<file path="src/rtl/uart_frame_parser_if.sv">
// Signal bundle between the UART receiver / command decoder and the frame parser.
// The parser takes the slave side; the byte source and frame consumer take the master side.
interface uart_frame_parser_if #(
  parameter int ADDR_W = 4
);
  logic [7:0]        data_in;
  logic              data_rcvd;
  logic              dataerror;
  logic              frameerror;
  logic              parity_en;
  logic              frame_ack;
  logic [ADDR_W-1:0] rd_addr;
  logic [7:0]        rd_data;
  logic              frame_valid;
  logic [7:0]        cmd;
  logic [7:0]        len;
  logic              err_pulse;
  logic [2:0]        err_code;

  modport master (
    output data_in, data_rcvd, dataerror, frameerror, parity_en, frame_ack, rd_addr,
    input  rd_data, frame_valid, cmd, len, err_pulse, err_code
  );

  modport slave (
    input  data_in, data_rcvd, dataerror, frameerror, parity_en, frame_ack, rd_addr,
    output rd_data, frame_valid, cmd, len, err_pulse, err_code
  );
endinterface

</file>
<file path="src/rtl/uart_frame_parser.sv">
// Command frame parser: hunts for a two-byte header, collects CMD/LEN/payload/checksum,
// and holds a validated frame for the command decoder until it is acknowledged.
module uart_frame_parser #(
  parameter logic [7:0] HDR0    = 8'h55,
  parameter logic [7:0] HDR1    = 8'hAA,
  parameter int         MAX_LEN = 16,
  parameter int         ADDR_W  = 4,
  parameter int         TIMEOUT = 2048
) (
  input logic               baud_clk,
  input logic               rst,
  uart_frame_parser_if.slave bus
);

  localparam logic [2:0] HUNT0   = 3'd0;
  localparam logic [2:0] HUNT1   = 3'd1;
  localparam logic [2:0] CMD     = 3'd2;
  localparam logic [2:0] LEN     = 3'd3;
  localparam logic [2:0] PAYLOAD = 3'd4;
  localparam logic [2:0] CHK     = 3'd5;
  localparam logic [2:0] HOLD    = 3'd6;

  localparam logic [2:0] ERR_CHECKSUM = 3'd1;
  localparam logic [2:0] ERR_LINE     = 3'd2;
  localparam logic [2:0] ERR_TIMEOUT  = 3'd3;
  localparam logic [2:0] ERR_LENGTH   = 3'd4;
  localparam logic [2:0] ERR_OVERRUN  = 3'd5;

  localparam int             CNT_W   = $clog2(TIMEOUT + 1);
  localparam logic [CNT_W-1:0] CNT_LAST = CNT_W'(TIMEOUT - 1);

  logic [2:0]       state;
  logic [7:0]       cmd_r;
  logic [7:0]       len_r;
  logic [7:0]       sum;
  logic [7:0]       idx;
  logic [CNT_W-1:0] cnt;
  logic             frame_valid;
  logic [7:0]       cmd;
  logic [7:0]       len;
  logic             err_pulse;
  logic [2:0]       err_code;
  logic [7:0]       buf_mem [2**ADDR_W];

  logic byte_evt;
  logic bad_byte;
  logic good_byte;

  assign byte_evt  = bus.data_rcvd;
  assign bad_byte  = bus.data_rcvd & (bus.frameerror | (bus.parity_en & bus.dataerror));
  assign good_byte = byte_evt & ~bad_byte;

  // HOLD owns the frame: every byte there is an overrun, and the ack is still honoured.
  always_ff @(posedge baud_clk or posedge rst) begin
    if (rst) begin
      state       <= HUNT0;
      frame_valid <= 1'b0;
      cmd         <= 8'h00;
      len         <= 8'h00;
      err_pulse   <= 1'b0;
      err_code    <= 3'd0;
      sum         <= 8'h00;
      idx         <= 8'h00;
      cnt         <= '0;
      cmd_r       <= 8'h00;
      len_r       <= 8'h00;
    end else begin
      err_pulse <= 1'b0;
      if (state == HOLD) begin
        cnt <= '0;
        if (byte_evt) begin
          err_pulse <= 1'b1;
          err_code  <= ERR_OVERRUN;
        end
        if (bus.frame_ack) begin
          state       <= HUNT0;
          frame_valid <= 1'b0;
        end
      end else if (bad_byte) begin
        err_pulse <= 1'b1;
        err_code  <= ERR_LINE;
        state     <= HUNT0;
        cnt       <= '0;
      end else if (good_byte) begin
        cnt <= '0;
        case (state)
          HUNT0: begin
            if (bus.data_in == HDR0) state <= HUNT1;
          end
          HUNT1: begin
            if (bus.data_in == HDR1)      state <= CMD;
            else if (bus.data_in == HDR0) state <= HUNT1;
            else                          state <= HUNT0;
          end
          CMD: begin
            cmd_r <= bus.data_in;
            sum   <= bus.data_in;
            state <= LEN;
          end
          LEN: begin
            if (bus.data_in > 8'(MAX_LEN)) begin
              err_pulse <= 1'b1;
              err_code  <= ERR_LENGTH;
              state     <= HUNT0;
            end else begin
              len_r <= bus.data_in;
              sum   <= sum + bus.data_in;
              idx   <= 8'h00;
              state <= (bus.data_in == 8'h00) ? CHK : PAYLOAD;
            end
          end
          PAYLOAD: begin
            sum <= sum + bus.data_in;
            idx <= idx + 8'd1;
            if (idx == len_r - 8'd1) state <= CHK;
          end
          CHK: begin
            if (bus.data_in == sum) begin
              state       <= HOLD;
              cmd         <= cmd_r;
              len         <= len_r;
              frame_valid <= 1'b1;
            end else begin
              err_pulse <= 1'b1;
              err_code  <= ERR_CHECKSUM;
              state     <= HUNT0;
            end
          end
          default: state <= HUNT0;
        endcase
      end else if (state == HUNT0) begin
        cnt <= '0;
      end else if (cnt == CNT_LAST) begin
        err_pulse <= 1'b1;
        err_code  <= ERR_TIMEOUT;
        state     <= HUNT0;
        cnt       <= '0;
      end else begin
        cnt <= cnt + 1'b1;
      end
    end
  end

  // Payload storage is deliberately unreset; only PAYLOAD writes it.
  always_ff @(posedge baud_clk) begin
    if (state == PAYLOAD && good_byte) buf_mem[idx[ADDR_W-1:0]] <= bus.data_in;
  end

  assign bus.rd_data     = ({1'b0, len} > 9'(bus.rd_addr)) ? buf_mem[bus.rd_addr] : 8'h00;
  assign bus.frame_valid = frame_valid;
  assign bus.cmd         = cmd;
  assign bus.len         = len;
  assign bus.err_pulse   = err_pulse;
  assign bus.err_code    = err_code;

endmodule

</file>
<file path="src/flat_wrapper.sv">
// flat-port wrapper written by rule: the top's interface ports become plain ports
module uart_frame_parser_flat 
#(
  parameter logic [7:0] HDR0    = 8'h55,
  parameter logic [7:0] HDR1    = 8'hAA,
  parameter int         MAX_LEN = 16,
  parameter int         ADDR_W  = 4,
  parameter int         TIMEOUT = 2048
)
  (baud_clk, rst, bus_data_in, bus_data_rcvd, bus_dataerror, bus_frameerror, bus_parity_en, bus_frame_ack, bus_rd_addr, bus_rd_data, bus_frame_valid, bus_cmd, bus_len, bus_err_pulse, bus_err_code);
  uart_frame_parser_if #(.ADDR_W(ADDR_W)) bus_i ();
  input logic baud_clk;
  input logic rst;
  input wire logic [$bits(bus_i.data_in)-1:0] bus_data_in;
  input wire logic [$bits(bus_i.data_rcvd)-1:0] bus_data_rcvd;
  input wire logic [$bits(bus_i.dataerror)-1:0] bus_dataerror;
  input wire logic [$bits(bus_i.frameerror)-1:0] bus_frameerror;
  input wire logic [$bits(bus_i.parity_en)-1:0] bus_parity_en;
  input wire logic [$bits(bus_i.frame_ack)-1:0] bus_frame_ack;
  input wire logic [$bits(bus_i.rd_addr)-1:0] bus_rd_addr;
  output wire logic [$bits(bus_i.rd_data)-1:0] bus_rd_data;
  output wire logic [$bits(bus_i.frame_valid)-1:0] bus_frame_valid;
  output wire logic [$bits(bus_i.cmd)-1:0] bus_cmd;
  output wire logic [$bits(bus_i.len)-1:0] bus_len;
  output wire logic [$bits(bus_i.err_pulse)-1:0] bus_err_pulse;
  output wire logic [$bits(bus_i.err_code)-1:0] bus_err_code;
  assign bus_i.data_in = bus_data_in;
  assign bus_i.data_rcvd = bus_data_rcvd;
  assign bus_i.dataerror = bus_dataerror;
  assign bus_i.frameerror = bus_frameerror;
  assign bus_i.parity_en = bus_parity_en;
  assign bus_i.frame_ack = bus_frame_ack;
  assign bus_i.rd_addr = bus_rd_addr;
  assign bus_rd_data = bus_i.rd_data;
  assign bus_frame_valid = bus_i.frame_valid;
  assign bus_cmd = bus_i.cmd;
  assign bus_len = bus_i.len;
  assign bus_err_pulse = bus_i.err_pulse;
  assign bus_err_code = bus_i.err_code;
  uart_frame_parser #(.HDR0(HDR0), .HDR1(HDR1), .MAX_LEN(MAX_LEN), .ADDR_W(ADDR_W), .TIMEOUT(TIMEOUT)) u_core (.baud_clk(baud_clk), .rst(rst), .bus(bus_i));
endmodule
</file>
<file path="config.mk">
export PLATFORM = sky130hd
export DESIGN_NAME = uart_frame_parser_flat
export DESIGN_NICKNAME = d
export VERILOG_FILES = /design/src/rtl/uart_frame_parser_if.sv /design/src/rtl/uart_frame_parser.sv /design/src/flat_wrapper.sv
export SDC_FILE = /design/constraint.sdc
export NUM_CORES = 1
export LEC_CHECK = 0
export CORE_UTILIZATION = 35
export CTS_CLUSTER_SIZE = 28
export DETAILED_ROUTE_END_ITERATION = 7
export GPL_ROUTABILITY_DRIVEN = 0
export HOLD_SLACK_MARGIN = 0.06
export PLACE_DENSITY = 0.57
export SETUP_SLACK_MARGIN = 0.15
export SYNTH_ARGS = -nofsm -noshare
export SYNTH_HDL_FRONTEND = slang
export SYNTH_SLANG_ARGS = --single-unit
export TNS_END_PERCENT = 30
</file>
<file path="constraint.sdc">
create_clock -name baud_clk -period 5.14 [get_ports baud_clk]
set_clock_uncertainty 0.1 [all_clocks]
set_input_delay 0.771 -clock baud_clk [delete_from_list [all_inputs] [get_ports baud_clk]]
set_output_delay 0.771 -clock baud_clk [all_outputs]
set_load 0.1 [all_outputs]
</file>
After elaboration in Yosys (flattened, before gate mapping)
Memory sizes are Yosys's and may differ from the RTL's.
Index checks and enable logic that the tools add are counted.
{ "classes": {"n_addsub": 4, "n_mul": 0, "div_mod_pow": 0, "order_cmp": 2, "eq_ne": 21, "shifts": 0, "muxes": 50, "bitwise": 7, "n_reduce_logical": 17} }
{ "op_table": {"columns": ["op", "n"], "rows": [
  ["12-bit two-way mux", 5],
  ["3-bit two-way mux", 19],
  ["5-bit AND reduction", 6],
  ["8-bit two-way mux", 3],
  ["8-bit case mux with 3 select lines", 1],
  ["5-bit by 4-bit inequality test with 1-bit output (second input constant)", 4],
  ["1-bit two-way mux", 18],
  ["3-bit case mux with 6 select lines", 1],
  ["8-bit == test", 2],
  ["8-bit case mux with 2 select lines", 1],
  ["12-bit by 1-bit adder with 12-bit output (second input constant)", 1],
  ["12-bit by 11-bit == test with 1-bit output (second input constant)", 1],
  ["3-bit == test (second input constant)", 3],
  ["8-bit by 1-bit adder with 8-bit output (second input constant)", 1],
  ["8-bit adder", 1],
  ["8-bit by 7-bit == test with 1-bit output (second input constant)", 1],
  ["8-bit == test (second input constant)", 1],
  ["8-bit by 4-bit greater-than comparator with 1-bit output", 1],
  ["8-bit by 5-bit greater-than comparator with 1-bit output (second input constant)", 1],
  ["8-bit zero test", 1],
  ["2-bit inequality test (second input constant)", 4],
  ["4-bit by 1-bit inequality test with 1-bit output (second input constant)", 2],
  ["2-bit nonzero test", 4],
  ["8-bit by 1-bit subtractor with 8-bit output (second input constant)", 1],
  ["13 further kinds", 18]
]} }
{ "word_totals": {"register_bits": 68, "latch_bits": 0, "ramBits": 128, "romBits": 0, "inputBits": 19, "output_inout_bits": 29, "wordCells": 113, "n_memories": 1} }
{ "memory_table": {"columns": ["memory", "words", "width", "rd", "rd_clocked_by_memory_dff", "wr", "line_no", "text"], "rows": [
  ["u_core.buf_mem", 16, 8, 1, 0, 1, "uart_frame_parser.sv:43", "logic [7:0] buf_mem [2**ADDR_W];"]
]} }

Depth between registers and ports, before layout
Gate-level depths: netlist (run 1).
{ "logic_depth": {"word_depth": 8, "mapped_depth": 10, "ltp_nobuf": 9} }

Worst setup path before layout (run 1)
OpenSTA, ideal clock, no wires.
{ "synth_path": {"kind": "input -> output", "start": "in bus_rd_addr[1]", "end": "out bus_rd_data[0]", "arrival_time_ns": 3.515, "required_ns": 4.269, "path_slack_ns": 0.754, "cell_stages": 10, "path_buffers": 2, "cell_sequence": "clkbuf_1 > clkbuf_1 > inv_1 > ha_1 > nor2b_1 > o21a_1 > o21ai_0 > nand2b_1 > a21oi_1 > nor2b_1"} }
{ "synth_between": {"elab_chain_len": 2, "elab_cells_between_ends": 3, "classes_between": "order compare: 1; mux: 1; memory: 1"} }
{ "synth_rtl": {"columns": ["item", "line_no", "text"], "rows": [
  ["from (decl)", "flat_wrapper.sv:20", "input wire logic [$bits(bus_i.rd_addr)-1:0] bus_rd_addr;"],
  ["8-bit by 4-bit greater-than comparator with 1-bit output or memory 16 x 8 bit (tied branches)", null, null],
  ["8-bit two-way mux (*)", "uart_frame_parser.sv:149", "assign bus.rd_data = ({1'b0, len} > 9'(bus.rd_addr)) ? buf_mem[bus.rd_addr] : 8'h00;"],
  ["to (decl)", "flat_wrapper.sv:21", "output wire logic [$bits(bus_i.rd_data)-1:0] bus_rd_data;"]
]} }
Mark *: on every way between the ends. The rest lies on a longest branch, timed or not.

Worst setup path in the final report (run 1)
{ "layout_path": {"start": "in bus_rd_addr[2]", "end": "out bus_rd_data[2]"} }
The elaborated chain is that of the path after synthesis.

==> impl_metrics.json, run 1 <==
{
  "routed_wl_um": 19700,
  "finalHoldViolations": 0,
  "holdBufCountCts": 0,
  "min-delay-start": "u_core.cmd_r[6]",
  "placed_cells": 973,
  "syn_inst": 609,
  "die_y_um": 160,
  "cts-root-buf": "clkbuf_16",
  "route.detailed.drc": 0,
  "drive_gt1_share_pct": 20.1,
  "syn_nets": 646,
  "cts-resized-gates": 0,
  "synthesis.area_um2": 8770,
  "grt_overflow": 0,
  "endpoint_kind": "output port",
  "drv_slew": 0,
  "cts_num_sinks": 196,
  "layoutNonFillerInstCount": 1005,
  "ys_types": 55,
  "dp_hpwl_um": 13300,
  "powerDensity_nw_per_um2": 365,
  "pin_count": 48,
  "drtIter0Drc": 426,
  "coreArea_um2": 24500,
  "start_util_pct": 35.9,
  "holdPathStages": 2,
  "cts_buffer_depth": 2,
  "final.period_utilization_pct": 75.9,
  "die_w_um": 160,
  "cp-start-kind": "input pin",
  "tightest_slew_ns": 1.02,
  "cts_made_buffers": 17,
  "antenna_found_initial": 0,
  "period_minus_slack_ns": 3.90,
  "cts_tree": "done",
  "worst_ep_arrival_time_ns": 3.03,
  "hold_end": "u_core.cmd_r[6]",
  "synth_area_leaders": "edfxtp_1, dfrtp_1, mux4_2, mux2_2, ha_1",
  "synth_most_common_cell": "edfxtp_1",
  "worstPathRequired_ns": 4.27,
  "async_flop_share_pct": 34.7,
  "rrSetupSlack_ns": 2.20,
  "status": "finished clean",
  "synth_common_cells": "edfxtp_1, dfrtp_1, nand2_1",
  "ys_warn_count": 0,
  "clk_pin_slew_ns": 0.08,
  "whs_ns": 0.382,
  "grt_max_degree": 45,
  "n_antenna_cell": 0,
  "area_growth_pct": 18.5,
  "dr_total_vias": 5205,
  "hold_path.class": "reg2reg",
  "synthDominantCellAreaShare_pct": 43.8,
  "leakage_nw": 3.83,
  "setup_viol_count_final": 0,
  "maxCapViolCount": 0,
  "fp.dieArea_um2": 25700,
  "routedWlPerCell_um": 19.6,
  "grt_pass1_vias": 5373,
  "track_usage_pct": 16.1,
  "rsz0062_at_grt": "no",
  "slew_headroom_pct": 31.5,
  "routed_via_density": 5.18,
  "finalNetCount": 705,
  "io_buffer_count": 47,
  "yosysSeqAreaShare_pct": 63.2,
  "syn_area_per_cell_um2": 14.4,
  "synth-seq-cells": 196,
  "post-cts-setup-buffers": 0,
  "synth.largest_area_cell": "edfxtp_1",
  "tns_ns": 0,
  "r2r_end": "u_core.buf_mem[7][1]",
  "fill_cells": 2207,
  "drtAntennaViolNets": 0,
  "fmax_mhz": 256,
  "grt_pass1_wl_um": 31200,
  "synth_edf_count": 128,
  "firstDrtPassIters": 4,
  "worst-path-max-fanout": 9,
  "r2r_start": "u_core.state[1]",
  "ff2ff_path_depth": 5,
  "insertion_delay_ns": 0.43,
  "yosys_most_used_dff": "edfxtp_1",
  "vdd_drop_max_v": 0.000294,
  "criticalPathCategory": "in2out",
  "h-tree-depth": 4,
  "num_rows": 57
}
-- sequential cells by signal (all words and copies together) (netlist names) --
name and count:
u_core.len_r 8, u_core.buf_mem 128, u_core.bus.cmd 8, u_core.cnt 12
u_core.bus.len 8, u_core.cmd_r 8, u_core.bus.frame_valid 1, u_core.idx 8
u_core.sum 8, u_core.bus.err_code 3, u_core.state 3, u_core.bus.err_pulse 1
-- cell families (layout without fill, tap and decap cells) --
kind of cell	after synthesis	after routing	synth area share [%]
AOI/OAI and AO/OA	66	66	4.78
xor gates and xnor gates	29	29	2.90
adders and majority gates	18	18	2.65
buffers and inverters	43	115	2.01
DFF	196	196	63.2
muxes	66	66	13.6
and+or+nand+nor	191	191	10.8
-- placed cells by master (no fill, tap or decap), types with 3 or more instances in the layout --
cell and instances:
inv_8 5, nand4_1 14, clkdlybuf4s50_1 38, nor3_1 10, xor2_1 18, mux2_2 22
xnor2_1 11, nand2_1 56, dfrtp_1 68, nor3_2 4, ha_1 17, a21oi_1 23
buf_4 15, edfxtp_1 128, mux4_2 40, inv_1 18, a21o_1 4, and3_1 3
buf_12 9, or3_1 4, o21ai_0 21, clkinv_8 3, nor2_1 49, nor2b_1 15
nor4_1 3, clkbuf_16 17, nand2b_1 4, nand3_1 13, mux2i_1 3
-- worst max-delay path, cell delays in order --
cell and delay [ns]:
clkdlybuf4s50_1 0.46, buf_4 0.18, inv_1 0.06, ha_1 0.30, o21a_1 0.11, o21ai_0 0.15, nand2b_1 0.07, a21oi_1 0.52
nor2b_1 0.19, buf_12 0.22
-- where the power goes --
| part | internal, mW | switching, mW | total [mW] |
|---|---|---|---|
| registers | 1.76 | 0.0772 | 1.84 |
| logic | 0.221 | 0.353 | 0.574 |
| clock network | 0.713 | 0.664 | 1.38 |
-- through the flow --
step	total power, mW	util, %	worst slack (ns)	cell area [µm²]
finish	3.79	42.5	1.24	10400
global route	3.96	42.5	1.01	10400
CTS	3.82	42.5	1.21	10400
detailed placement	2.45	40.0	1.22	9770
global placement	2.43	40.0	1.22	9770
floorplan	2.27	-	0.754	8770
-- metal layers --
layer  GRT usage (%)  up-vias  wire (µm)
li1                -     2397          -
met1            21.8     2660       8910
met2            26.3      124       9610
met3            2.87       24        786
met4            5.11        0        380
met5               0        -          0
-- worst max-delay path by stage --
stage	end	start	depth (start not counted)
2_1_floorplan	bus_rd_data[0]	bus_rd_addr[1]	10
3_3_place_gp	bus_rd_data[0]	bus_rd_addr[1]	10
3_5_place_dp	bus_rd_data[0]	bus_rd_addr[1]	10
4_1_cts	bus_rd_data[0]	bus_rd_addr[2]	10
5_1_grt	bus_rd_data[0]	bus_rd_addr[1]	10
6_report	bus_rd_data[2]	bus_rd_addr[2]	10
-- layout make-up --
| type | instances | area [µm²] | area share [%] |
|---|---|---|---|
| clock buffer | 18 | 429 | 4.13 |
| clock inverter | 14 | 193 | 1.85 |
| inverter | 20 | 75.1 | 0.722 |
| multi-input combinational | 370 | 3070 | 29.5 |
| sequential | 196 | 5550 | 53.3 |
| tap | 324 | 405 | 3.90 |
| timing repair buffer | 63 | 678 | 6.52 |
(Power assumes the default switching activity.)
==> inputs of run 2 (changes only) <==
- clock period: 5.14 -> 4.1 ns (I/O delays scaled with it)
==> run 2 against run 1 <==
Effect of this change:
- power up 26%
- global-route usage up 0.24 points
- clock power up 27%
- worst setup slack worse by 0.65 ns
- via count up 0.86%
- critical path depth down 4
- routed wire length up 1.3%
- die area unchanged
- utilization up 0.61 points
- flip-flop and latch count unchanged
- final area up 1.4%
- sequential power up 26%
- largest cell class unchanged
==> impl_metrics.json, run 2 (synthesis results as in run 1) <==
{
  "status": "finished clean",
  "worst-path-max-fanout": 32,
  "worstPathRequired_ns": 3.38,
  "ff2ff_path_depth": 6,
  "coreArea_um2": 24500,
  "grt_pass1_wl_um": 31500,
  "dp_hpwl_um": 13500,
  "maxCapViolCount": 0,
  "grt_max_degree": 45,
  "pin_count": 48,
  "powerDensity_nw_per_um2": 453,
  "post-cts-setup-buffers": 0,
  "cp-start-kind": "input pin",
  "multi_input_area_um2": 3050,
  "largest_register_ffs": 128,
  "drv_slew": 0,
  "cts_tree": "done",
  "critPathMaxStageDelay_ns": 0.53,
  "tightest_slew_ns": 0.982,
  "cts_buffer_depth": 2,
  "endpoint_kind": "output port",
  "num_rows": 57,
  "whs_ns": 0.390,
  "cpMaxStageDelayCell": "mux4_2",
  "final.period_utilization_pct": 85.7,
  "h-tree-depth": 4,
  "holdPathStages": 2,
  "worst_ep_arrival_time_ns": 2.80,
  "dr_total_vias": 5250,
  "die_w_um": 160,
  "clk_pin_slew_ns": 0.08,
  "grt_overflow": 0,
  "insertion_delay_ns": 0.43,
  "seq_area_um2": 5550,
  "cts-root-buf": "clkbuf_16",
  "min-delay-start": "u_core.cmd_r[4]",
  "rsz0062_at_grt": "no",
  "n_antenna_cell": 0,
  "criticalPathCategory": "in2out",
  "cts_made_buffers": 17,
  "hold_end": "u_core.cmd_r[4]",
  "final_cell_mix": "edfxtp_1, dfrtp_1, nand2_1",
  "layoutNonFillerInstCount": 1024,
  "antenna_found_initial": 0,
  "r2r_end": "u_core.bus.cmd[3]",
  "die_y_um": 160,
  "fp.dieArea_um2": 25700,
  "rrSetupSlack_ns": 1.50,
  "tns_ns": 0,
  "track_usage_pct": 16.3,
  "route.detailed.drc": 0,
  "routed_via_density": 5.13,
  "holdBufCountCts": 0,
  "io_buffer_count": 47,
  "leakage_nw": 3.93,
  "crit_path_frequent_cell": "mux4_2",
  "period_minus_slack_ns": 3.51,
  "grt_pass1_vias": 5553,
  "final_common_cell": "edfxtp_1",
  "drive_gt1_share_pct": 21.9,
  "finalHoldViolations": 0,
  "path_cells": "clkdlybuf4s50_1 -> buf_4 -> mux4_2 -> mux4_2 -> nor2b_1 -> buf_12",
  "drtAntennaViolNets": 0,
  "cts_num_sinks": 196,
  "routedWlPerCell_um": 19.5,
  "setup_viol_count_final": 0,
  "placed_cells": 992,
  "vdd_drop_max_v": 0.000339,
  "fmax_mhz": 285,
  "area_growth_pct": 20.2,
  "cts-resized-gates": 0,
  "drtIter0Drc": 393,
  "r2r_start": "u_core.state[2]",
  "firstDrtPassIters": 4,
  "fill_cells": 2201,
  "hold_path.class": "reg2reg",
  "finalNetCount": 724,
  "slew_headroom_pct": 34.3,
  "start_util_pct": 35.9,
  "routed_wl_um": 19900
}
==> run 2: cell type report <==
class                   instances  area share, %
clock inverters                15           2.11
flip-flops and latches        196           52.6
repair buffers                 82           7.78
inverters                      20          0.712
multi-input cells             370           28.9
clock buffers                  17           4.03
well taps                     324           3.84
==> run 2: worst max path at each step <==
stage | start | endpoint | slack, ns | cells past startpoint
3_3_place_gp | bus_rd_addr[1] | bus_rd_data[6] | 0.58 | 6
4_1_cts | bus_rd_addr[1] | bus_rd_data[6] | 0.57 | 6
5_1_grt | bus_rd_addr[1] | bus_rd_data[6] | 0.53 | 6
2_1_floorplan | bus_rd_addr[1] | bus_rd_data[0] | 0.03 | 10
3_5_place_dp | bus_rd_addr[1] | bus_rd_data[6] | 0.58 | 6
6_report | bus_rd_addr[1] | bus_rd_data[6] | 0.59 | 6
==> run 2: per-layer routing <==
metal	wire length, µm	up-vias	share of wire (%)	track usage (%)
li1	-	2438	-	-
met1	8280	2668	42	21.1
met2	10200	129	51	27.9
met3	1200	15	6.0	3.07
met4	312	0	1.6	4.89
met5	0	-	0	0
==> run 2: where the power goes <==
group	internal (mW)	total, mW	switching [mW]	leakage (nW)
clock	0.904	1.75	0.846	0.312
sequential	2.21	2.31	0.0973	2.04
combinational	0.278	0.720	0.442	1.57
==> run 2: per-stage QoR <==
stage                     area [µm²]  power (mW)  setup slack [ns]  util (%)
after floorplan                 8770        2.85            0.0262         -
after global routing           10500        5.00             0.526      43.1
after detailed placement        9900        3.07             0.576      40.5
after global placement          9900        3.05             0.576      40.5
after CTS                      10500        4.83             0.569      43.1
final                          10500        4.78             0.588      43.1
==> run 2: critical path: cells and delay by family <==
| kind | cells | cell delay [ns] |
|---|---|---|
| buffers and inverters | 3 | 1.07 |
| AND/OR/NAND/NOR | 1 | 0.18 |
| multiplexers | 2 | 0.91 |
